## src/rtl/pe_result_monitor_pkg.sv

```systemverilog
// pe_mon_pkg: shared FSM states, MISR taps and report flag type for the PE result monitor.
package pe_mon_pkg;
  typedef enum logic [1:0] {IDLE, ACCUM, HOLD} state_t;
  localparam logic [15:0] MISR_TAP = 16'hD008;
  typedef struct packed {
    logic err_seen;
    logic sat;
    logic drop;
  } rpt_flags_t;
  function automatic logic [15:0] misr_next(input logic [15:0] sig, input logic [15:0] d);
    return {sig[14:0], ^(sig & MISR_TAP)} ^ d;
  endfunction
endpackage

```

## src/rtl/pe_result_monitor_if.sv

```systemverilog
// pe_result_monitor_if: result stream in, report handshake out; rpt_sig exists only with PE_MON_SIGNATURE_EN.
interface pe_result_monitor_if #(
  parameter int RES_WIDTH = 16,
  parameter int ACC_WIDTH = 24,
  parameter int CNT_WIDTH = 8,
  parameter int IDX_W = 4
);
  logic start, res_valid, err1, err2, busy, rpt_valid, rpt_ready;
  logic rpt_err_seen, rpt_sat, drop;
  logic [RES_WIDTH-1:0] res_data;
  logic [ACC_WIDTH-1:0] rpt_sum;
  logic [CNT_WIDTH-1:0] rpt_err1_cnt, rpt_err2_cnt;
  logic [IDX_W-1:0] rpt_first_err;
`ifdef PE_MON_SIGNATURE_EN
  logic [15:0] rpt_sig;
`endif
  modport master (
    output start, res_valid, res_data, err1, err2, rpt_ready,
    input busy, rpt_valid, rpt_sum, rpt_err1_cnt, rpt_err2_cnt, rpt_first_err, rpt_err_seen, rpt_sat, drop
`ifdef PE_MON_SIGNATURE_EN
    , rpt_sig
`endif
  );
  modport slave (
    input start, res_valid, res_data, err1, err2, rpt_ready,
    output busy, rpt_valid, rpt_sum, rpt_err1_cnt, rpt_err2_cnt, rpt_first_err, rpt_err_seen, rpt_sat, drop
`ifdef PE_MON_SIGNATURE_EN
    , rpt_sig
`endif
  );
endinterface

```

## src/rtl/pe_result_monitor_sat_counter.sv

```systemverilog
// pe_sat_counter: clearable up-counter that holds at all-ones.
module pe_sat_counter #(
  parameter int WIDTH = 8
) (
  input  logic             clk,
  input  logic             rst,
  input  logic             clr,
  input  logic             inc,
  output logic [WIDTH-1:0] cnt
);
  always_ff @(posedge clk)
    cnt <= (rst || clr) ? '0 : (inc && !(&cnt)) ? cnt + WIDTH'(1) : cnt;
endmodule

```

## src/rtl/pe_result_monitor.sv

```systemverilog
// pe_result_monitor: per-job saturating sum, error counts and first-error index of the PE result stream.
// Optional MISR signature output rpt_sig enabled by PE_MON_SIGNATURE_EN.
module pe_result_monitor
  import pe_mon_pkg::*;
#(
  parameter int DATA_NUM  = 16,
  parameter int RES_WIDTH = 16,
  parameter int ACC_WIDTH = 24,
  parameter int CNT_WIDTH = 8
) (
  input logic clk,
  input logic rst,
  pe_result_monitor_if.slave bus
);
  localparam int IDX_W = $clog2(DATA_NUM);
  state_t state, state_nx;
  logic [IDX_W-1:0] idx, first_err;
  logic [ACC_WIDTH-1:0] sum;
  logic [ACC_WIDTH:0] sum_ext;
  logic [CNT_WIDTH-1:0] cnt1, cnt2;
  logic clr, acc, last;
  rpt_flags_t flags;
  // start in HOLD only takes effect together with the report transfer
  assign clr = bus.start && (state != HOLD || bus.rpt_ready);
  assign acc = state == ACCUM && !clr;
  assign last = acc && bus.res_valid && idx == IDX_W'(DATA_NUM - 1);
  assign sum_ext = {1'b0, sum} + (ACC_WIDTH + 1)'(bus.res_data);
  always_ff @(posedge clk) state <= rst ? IDLE : state_nx;
  always_comb begin
    state_nx = clr ? ACCUM : last ? HOLD : (state == HOLD && bus.rpt_ready) ? IDLE : state;
    bus.busy = state == ACCUM;
    bus.rpt_valid = state == HOLD;
  end
  always_ff @(posedge clk)
    if (rst || clr) begin
      sum <= '0;
      idx <= '0;
      first_err <= '0;
      flags <= '0;
    end else begin
      if (acc && bus.res_valid) begin
        sum <= sum_ext[ACC_WIDTH] ? '1 : sum_ext[ACC_WIDTH-1:0];
        flags.sat <= flags.sat | sum_ext[ACC_WIDTH];
        idx <= last ? '0 : idx + IDX_W'(1);
      end
      if (acc && (bus.err1 || bus.err2) && !flags.err_seen) begin
        first_err <= idx;
        flags.err_seen <= 1'b1;
      end
      if (state != ACCUM && bus.res_valid) flags.drop <= 1'b1;
    end
`ifdef PE_MON_SIGNATURE_EN
  logic [15:0] sig;
  always_ff @(posedge clk)
    if (rst || clr) sig <= '0;
    else if (acc && bus.res_valid) sig <= misr_next(sig, 16'(bus.res_data));
  assign bus.rpt_sig = sig;
`endif
  pe_sat_counter #(.WIDTH(CNT_WIDTH)) u_err1 (.clk(clk), .rst(rst), .clr(clr), .inc(acc && bus.err1), .cnt(cnt1));
  pe_sat_counter #(.WIDTH(CNT_WIDTH)) u_err2 (.clk(clk), .rst(rst), .clr(clr), .inc(acc && bus.err2), .cnt(cnt2));
  assign bus.rpt_sum = sum;
  assign bus.rpt_err1_cnt = cnt1;
  assign bus.rpt_err2_cnt = cnt2;
  assign bus.rpt_first_err = first_err;
  assign bus.rpt_err_seen = flags.err_seen;
  assign bus.rpt_sat = flags.sat;
  assign bus.drop = flags.drop;
endmodule

```

## src/flat_wrapper.sv

```systemverilog
// flat-port wrapper written by rule: the top's interface ports become plain ports
module pe_result_monitor_flat import pe_mon_pkg::*;
#(
  parameter int DATA_NUM  = 16,
  parameter int RES_WIDTH = 16,
  parameter int ACC_WIDTH = 24,
  parameter int CNT_WIDTH = 8
)
  (clk, rst, bus_start, bus_res_valid, bus_res_data, bus_err1, bus_err2, bus_rpt_ready, bus_busy, bus_rpt_valid, bus_rpt_sum, bus_rpt_err1_cnt, bus_rpt_err2_cnt, bus_rpt_first_err, bus_rpt_err_seen, bus_rpt_sat, bus_drop);
  pe_result_monitor_if #(.RES_WIDTH(RES_WIDTH), .ACC_WIDTH(ACC_WIDTH), .CNT_WIDTH(CNT_WIDTH)) bus_i ();
  input logic clk;
  input logic rst;
  input wire logic [$bits(bus_i.start)-1:0] bus_start;
  input wire logic [$bits(bus_i.res_valid)-1:0] bus_res_valid;
  input wire logic [$bits(bus_i.res_data)-1:0] bus_res_data;
  input wire logic [$bits(bus_i.err1)-1:0] bus_err1;
  input wire logic [$bits(bus_i.err2)-1:0] bus_err2;
  input wire logic [$bits(bus_i.rpt_ready)-1:0] bus_rpt_ready;
  output wire logic [$bits(bus_i.busy)-1:0] bus_busy;
  output wire logic [$bits(bus_i.rpt_valid)-1:0] bus_rpt_valid;
  output wire logic [$bits(bus_i.rpt_sum)-1:0] bus_rpt_sum;
  output wire logic [$bits(bus_i.rpt_err1_cnt)-1:0] bus_rpt_err1_cnt;
  output wire logic [$bits(bus_i.rpt_err2_cnt)-1:0] bus_rpt_err2_cnt;
  output wire logic [$bits(bus_i.rpt_first_err)-1:0] bus_rpt_first_err;
  output wire logic [$bits(bus_i.rpt_err_seen)-1:0] bus_rpt_err_seen;
  output wire logic [$bits(bus_i.rpt_sat)-1:0] bus_rpt_sat;
  output wire logic [$bits(bus_i.drop)-1:0] bus_drop;
  assign bus_i.start = bus_start;
  assign bus_i.res_valid = bus_res_valid;
  assign bus_i.res_data = bus_res_data;
  assign bus_i.err1 = bus_err1;
  assign bus_i.err2 = bus_err2;
  assign bus_i.rpt_ready = bus_rpt_ready;
  assign bus_busy = bus_i.busy;
  assign bus_rpt_valid = bus_i.rpt_valid;
  assign bus_rpt_sum = bus_i.rpt_sum;
  assign bus_rpt_err1_cnt = bus_i.rpt_err1_cnt;
  assign bus_rpt_err2_cnt = bus_i.rpt_err2_cnt;
  assign bus_rpt_first_err = bus_i.rpt_first_err;
  assign bus_rpt_err_seen = bus_i.rpt_err_seen;
  assign bus_rpt_sat = bus_i.rpt_sat;
  assign bus_drop = bus_i.drop;
  pe_result_monitor #(.DATA_NUM(DATA_NUM), .RES_WIDTH(RES_WIDTH), .ACC_WIDTH(ACC_WIDTH), .CNT_WIDTH(CNT_WIDTH)) u_core (.clk(clk), .rst(rst), .bus(bus_i));
endmodule
```

## config.mk

```make
export PLATFORM = sky130hd
export DESIGN_NAME = pe_result_monitor_flat
export DESIGN_NICKNAME = d
export VERILOG_FILES = /design/src/rtl/pe_result_monitor_pkg.sv /design/src/rtl/pe_result_monitor_if.sv /design/src/rtl/pe_result_monitor_sat_counter.sv /design/src/rtl/pe_result_monitor.sv /design/src/flat_wrapper.sv
export SDC_FILE = /design/constraint.sdc
export NUM_CORES = 1
export LEC_CHECK = 0
export ABC_AREA = 1
export CAP_MARGIN = 10
export CORE_MARGIN = 5
export CORE_UTILIZATION = 40
export DETAILED_ROUTE_END_ITERATION = 10
export HOLD_SLACK_MARGIN = 0.03
export PLACE_DENSITY = 0.68
export SLEW_MARGIN = 30
export SYNTH_ARGS = -nofsm -noshare
export SYNTH_HDL_FRONTEND = slang
export SYNTH_SLANG_ARGS = --single-unit
```

## constraint.sdc

```tcl
create_clock -name clk -period 1.95 [get_ports clk]
set_clock_uncertainty 0.05 [all_clocks]
set_input_delay 0.195 -clock clk [delete_from_list [all_inputs] [get_ports clk]]
set_output_delay 0.195 -clock clk [all_outputs]
set_load 0.02 [all_outputs]
```

After elaboration in Yosys (flattened, before gate mapping)
Cells that the tools add are included.
{ "word_totals": {"register_bits": 53, "in_bits": 23} }
{ "op_classes": {"n_addsub": 4, "eq_ne": 5, "mux": 5, "bitwise_logic": 1, "reduce_logical": 24} }
{ "op_table": {"columns": ["operator", "count"], "rows": [
  ["adder 24 x 16 -> 25 bit", 1],
  ["2-to-1 mux 24 bit", 1],
  ["adder 8 x 1 -> 8 bit (second input constant)", 2],
  ["AND reduction 8 bit", 2],
  ["logical AND 1 bit", 12],
  ["adder 4 x 1 -> 4 bit (second input constant)", 1],
  ["== test 4 bit (second input constant)", 1],
  ["logical NOT 1 bit", 4],
  ["2-to-1 mux 2 bit", 2],
  ["2-to-1 mux 4 bit", 1],
  ["logical OR 1 bit", 3],
  ["nonzero test 3 bit", 1],
  ["== test 2 x 1 -> 1 bit (second input constant)", 1],
  ["== test 2 bit (second input constant)", 1],
  ["!= test 2 x 1 -> 1 bit (second input constant)", 1],
  ["!= test 2 bit (second input constant)", 1],
  ["nonzero test 2 bit", 1],
  ["OR reduction 2 bit", 1],
  ["2-to-1 mux 1 bit", 1],
  ["bitwise OR 1 bit", 1]
]} }

Depth between registers and ports, before layout
{ "logic_depth": {"ltp_word": 9, "depth_mapped": 13, "ltp_nobuf": 13} }

Modules after synthesis
A second synthesis with hierarchy kept.
{ "unflattened": {"cells_unflattened": 536, "area_unflattened_um2": 3504.6} }
{ "by_module_without_submodules": {"columns": ["module", "instances", "cells_each", "area_per_inst_um2", "seq_area_each_um2"], "rows": [
  ["pe_result_monitor", 1, 396, 2621.3, 740.7],
  ["pe_sat_counter", 2, 70, 441.7, 160.2]
]} }

Worst setup path after synthesis
OpenSTA, ideal clock, no wires.
{ "synth_timing": {"path_kind": "flip-flop to flip-flop", "start": "register u_core.sum[0] (netlist: u_core.bus.rpt_sum[0])", "end": "register u_core.sum[14] (netlist: u_core.bus.rpt_sum[14])", "arrival_ps": 1792, "required_ps": 1778, "setup_slack_ps": -14, "path_stages_with_launch": 13, "cell_sequence": "dfxtp_1 -> ha_1 -> fa_1 -> nand2_1 -> nand3_1 -> nand3_1 -> nand2_2 -> nand3_2 -> nand2_4 -> nand2_4 -> nand2_4 -> inv_6 -> a21oi_2"} }
{ "synth_between": {"elab_chain_cells": 2} }
{ "synth_rtl": {"columns": ["item", "line_no", "text"], "rows": [
  ["start, declared", "pe_result_monitor.sv:18", "logic [ACC_WIDTH-1:0] sum;"],
  ["start signal, assigned", "pe_result_monitor.sv:42", "sum <= sum_ext[ACC_WIDTH] ? '1 : sum_ext[ACC_WIDTH-1:0];"],
  ["adder 24 x 16 -> 25 bit", "pe_result_monitor.sv:27", "assign sum_ext = {1'b0, sum} + (ACC_WIDTH + 1)'(bus.res_data);"],
  ["2-to-1 mux 24 bit", "pe_result_monitor.sv:42", null]
]} }
Every way passes these cells.
A chain may end at the register's enable or synchronous reset.

Final worst setup path
{ "layout_timing": {"start": "register u_core.sum[7] (netlist: u_core.bus.rpt_sum[7])", "end": "register u_core.sum[7] (netlist: u_core.bus.rpt_sum[7])"} }
The elaborated chain is that of the path after synthesis.

==> results.sh <==
export IMPL_relSlewSlack_pct=67.0
export IMPL_fmax_ghz=0.526
export IMPL_cts_tree="yes"
export IMPL_die_area_sq_mm=0.0104
export IMPL_firstDrtPassIters=4
export IMPL_dp_cells=703
export IMPL_p_per_area_mw_per_mm2=470
export IMPL_period_needed_ps=1900
export IMPL_dp_hpwl_microns=7300
export IMPL_synth_seq_cells=53
export IMPL_ir_drop_v=0.000347
export IMPL_synth_area_leader_cell="dfxtp_1"
export IMPL_layout_drive_gt1_share_pct=21.3
export IMPL_io_pins=72
export IMPL_crit_chain="ha_4 > nand2_1 > nor2_1 > nand3_2 > nand2_2 > nand3_2 > nand2_4 > nand2_4 > nand2_8 > clkinv_8 > a21oi_2"
export IMPL_endpoint_kind="flip-flop"
export IMPL_slowest_delay_ps=370
export IMPL_core_area_sq_mm=0.00826
export IMPL_rows=33
export IMPL_slew_viol_final=0
export IMPL_wl_per_cell_microns=13.2
export IMPL_fin_tns_setup_ps=0
export IMPL_grt_pass1_wl_microns=15400
export IMPL_drtAntennaViolNets=0
export IMPL_multi_input_area_sq_mm=0.00226
export IMPL_antennaDiodeCount=0
export IMPL_register_area_sq_mm=0.00106
export IMPL_synth_distinct_cells=41
export IMPL_grt_start_max_net_pins=25
export IMPL_area_growth_pct=42.9
export IMPL_hp_class="flip-flop to flip-flop"
export IMPL_num_nets_final=651
export IMPL_finalCritPeriodShare_pct=97.5
export IMPL_critPathMaxFanout=9
export IMPL_start_util_pct=41.2
export IMPL_cts_sinks=53
export IMPL_async_flop_share_pct=0
export IMPL_tightest_slew_ps=491
export IMPL_track_usage_pct=18.1
export IMPL_power_uw=2290
export IMPL_cts_made_buffers=5
export IMPL_place_congestion=0.916
export IMPL_numPortBuffers=71
export IMPL_synth_edf_count=0
export IMPL_first_iter_violations=113
export IMPL_crit_family="simple AND/OR/NAND/NOR gates"
export IMPL_ys_seq_area_share_pct=31.2
export IMPL_instances_no_fill=714
export IMPL_grt_antenna_before_repair=0
export IMPL_hold_viol=0
export IMPL_first_global_vias=3384
export IMPL_h_tree_depth=2
export IMPL_ys_flop_type="dfxtp_1"
export IMPL_wirelength_microns=9440
export IMPL_required_ps=2160
export IMPL_crit_type="flip-flop to flip-flop"
export IMPL_synth_warning_count=0
export IMPL_status="completed"
export IMPL_final_core_util_pct=58.9
export IMPL_yosysTopAreaCellShare_pct=31.2
export IMPL_setup_viol=0
export IMPL_max_clock_path_buffers=2
export IMPL_syn_area_per_cell_sq_um=6.88
export IMPL_drc=0
export IMPL_die_h_microns=102
export IMPL_overflow=0
export IMPL_rsz0062_at_grt="true"
export IMPL_crit_buf_inv=1
export IMPL_leakagePower_uw=0.00201
export IMPL_syn_nets=537
export IMPL_path_clk_slew_ps=110
export IMPL_root_buffer="clkbuf_8"
export IMPL_crit_path_start_kind="flip-flop"
export IMPL_drv_cap=0
export IMPL_syn_instance_count=494
export IMPL_fill_cells=764
export IMPL_slowest_stage="dfxtp_1"
export IMPL_fp_dieW_microns=102
export IMPL_vias=3588
export IMPL_yosys_top_cells_area="dfxtp_1 (31%), nand2_1 (12%), ha_1 (7.0%), inv_1 (6.8%), nor2_1 (6.5%)"
export IMPL_timing_critical_path_arrival_ps=2110
export IMPL_syn_cell_area_sq_mm=0.00340
export IMPL_clk_latency_ps=320
export IMPL_via_per_inst=5.03
## per-stage QoR
| stage | setup slack, ps | hold slack (ps) | cell area (sq um) |
|---|---|---|---|
| after floorplan | 21.8 | 214 | 3400 |
| after CTS | 1.22 | 411 | 4610 |
| after global routing | -48.8 | 435 | 4860 |
| after global placement | -271 | 394 | 4500 |
| after detailed placement | -306 | 394 | 4500 |
| final | 48.0 | 406 | 4860 |
## Yosys cell counts (all sizes together) (3+ instances only)
cell	count
nor2	66
nor3b	5
xnor2	6
xor2	5
nand3b	3
o21ai	33
ha	19
nor4	3
dfxtp	53
nor3	12
inv	67
nand2	116
buf	5
nand4	4
a21oi	47
nand3	33
a31oi	5
## area by class of cell
class / instances / share of cell area (%)
repair buffers: 113 / 21.1
multi-input cells: 368 / 46.6
flip-flops and latches: 53 / 21.9
clock buffers: 5 / 1.42
well taps: 105 / 2.70
clock inverters: 3 / 0.901
inverters: 67 / 5.43
## sequential cells by signal (all words and copies together) (netlist names)
name,flops
u_core.idx,4
u_core.u_err1.cnt,8
u_core.bus.rpt_sat,1
u_core.bus.drop,1
u_core.bus.rpt_first_err,4
u_core.state,2
u_core.bus.rpt_sum,24
u_core.u_err2.cnt,8
u_core.bus.rpt_err_seen,1
## kinds of logic (layout without fill, tap and decap cells)
kind of cell,after synthesis,count (layout),share of synthesized area (%)
xor gates and xnor gates,11,11,2.83
DFF,53,53,31.2
AOI/OAI and AO/OA,91,91,15.1
buffers and inverters,74,188,8.98
adders and majority gates,20,20,7.58
and+or+nand+nor,245,246,34.3
## placed cells by master (no fill, tap or decap), types with 4 or more instances in the layout
cell type,Yosys,final
o21ai_0,29,29
clkbuf_8,0,5
nand3_2,1,11
inv_1,62,62
ha_4,0,8
xor2_1,5,5
nand4_1,4,4
a31oi_1,5,5
clkdlybuf4s50_1,0,71
nand2_1,106,101
a21oi_2,9,14
dfxtp_1,53,52
nor2_1,59,53
nor2_2,3,8
inv_2,4,4
a21oi_1,38,33
ha_1,19,8
xnor2_1,6,6
nand2_2,7,12
nand3_1,31,22
nor2_4,4,5
nor3_1,10,9
buf_4,1,42
## per-layer routing
| metal | track usage [%] | vias to the layer above | part of all wire (%) |
|---|---|---|---|
| met5 | 0 | - | 0 |
| met4 | 5.15 | 0 | 1.9 |
| met3 | 3.07 | 19 | 5.3 |
| met2 | 32.3 | 92 | 49 |
| met1 | 22.3 | 1633 | 43 |
| li1 | - | 1844 | - |
## timing repair
action / in CTS / in global routing
endpoints found under the hold margin: 0 / 0
hold buffers: 0 / 0
resized for setup: 0 / 45
endpoints found under the setup margin: 0 / 22
setup buffers: 0 / 2
## path summary, 6_finish.rpt
path,start,end,slack [ps],depth (start not counted)
worst min-delay path,u_core.bus.rpt_sat$_SDFFE_PP0P_,u_core.bus.rpt_sat$_SDFFE_PP0P_,410,2
worst min register to register,u_core.bus.rpt_sat$_SDFFE_PP0P_,u_core.bus.rpt_sat$_SDFFE_PP0P_,410,2
worst max-delay path,u_core.bus.rpt_sum[7]$_SDFFE_PP0P_,u_core.bus.rpt_sum[7]$_SDFFE_PP0P_,50,11
worst max register to register,u_core.bus.rpt_sum[7]$_SDFFE_PP0P_,u_core.bus.rpt_sum[7]$_SDFFE_PP0P_,50,11
## worst min-delay path: stages, from the launching register on
cell	delay [ps]
dfxtp_1	320
inv_1	50
a21oi_1	50
## power breakdown
part	switching, uW	internal, uW
registers	12.5	1100
logic	203	183
clock network	407	386
total	623	1660
Note: power is estimated with default switching activity, not from simulation.
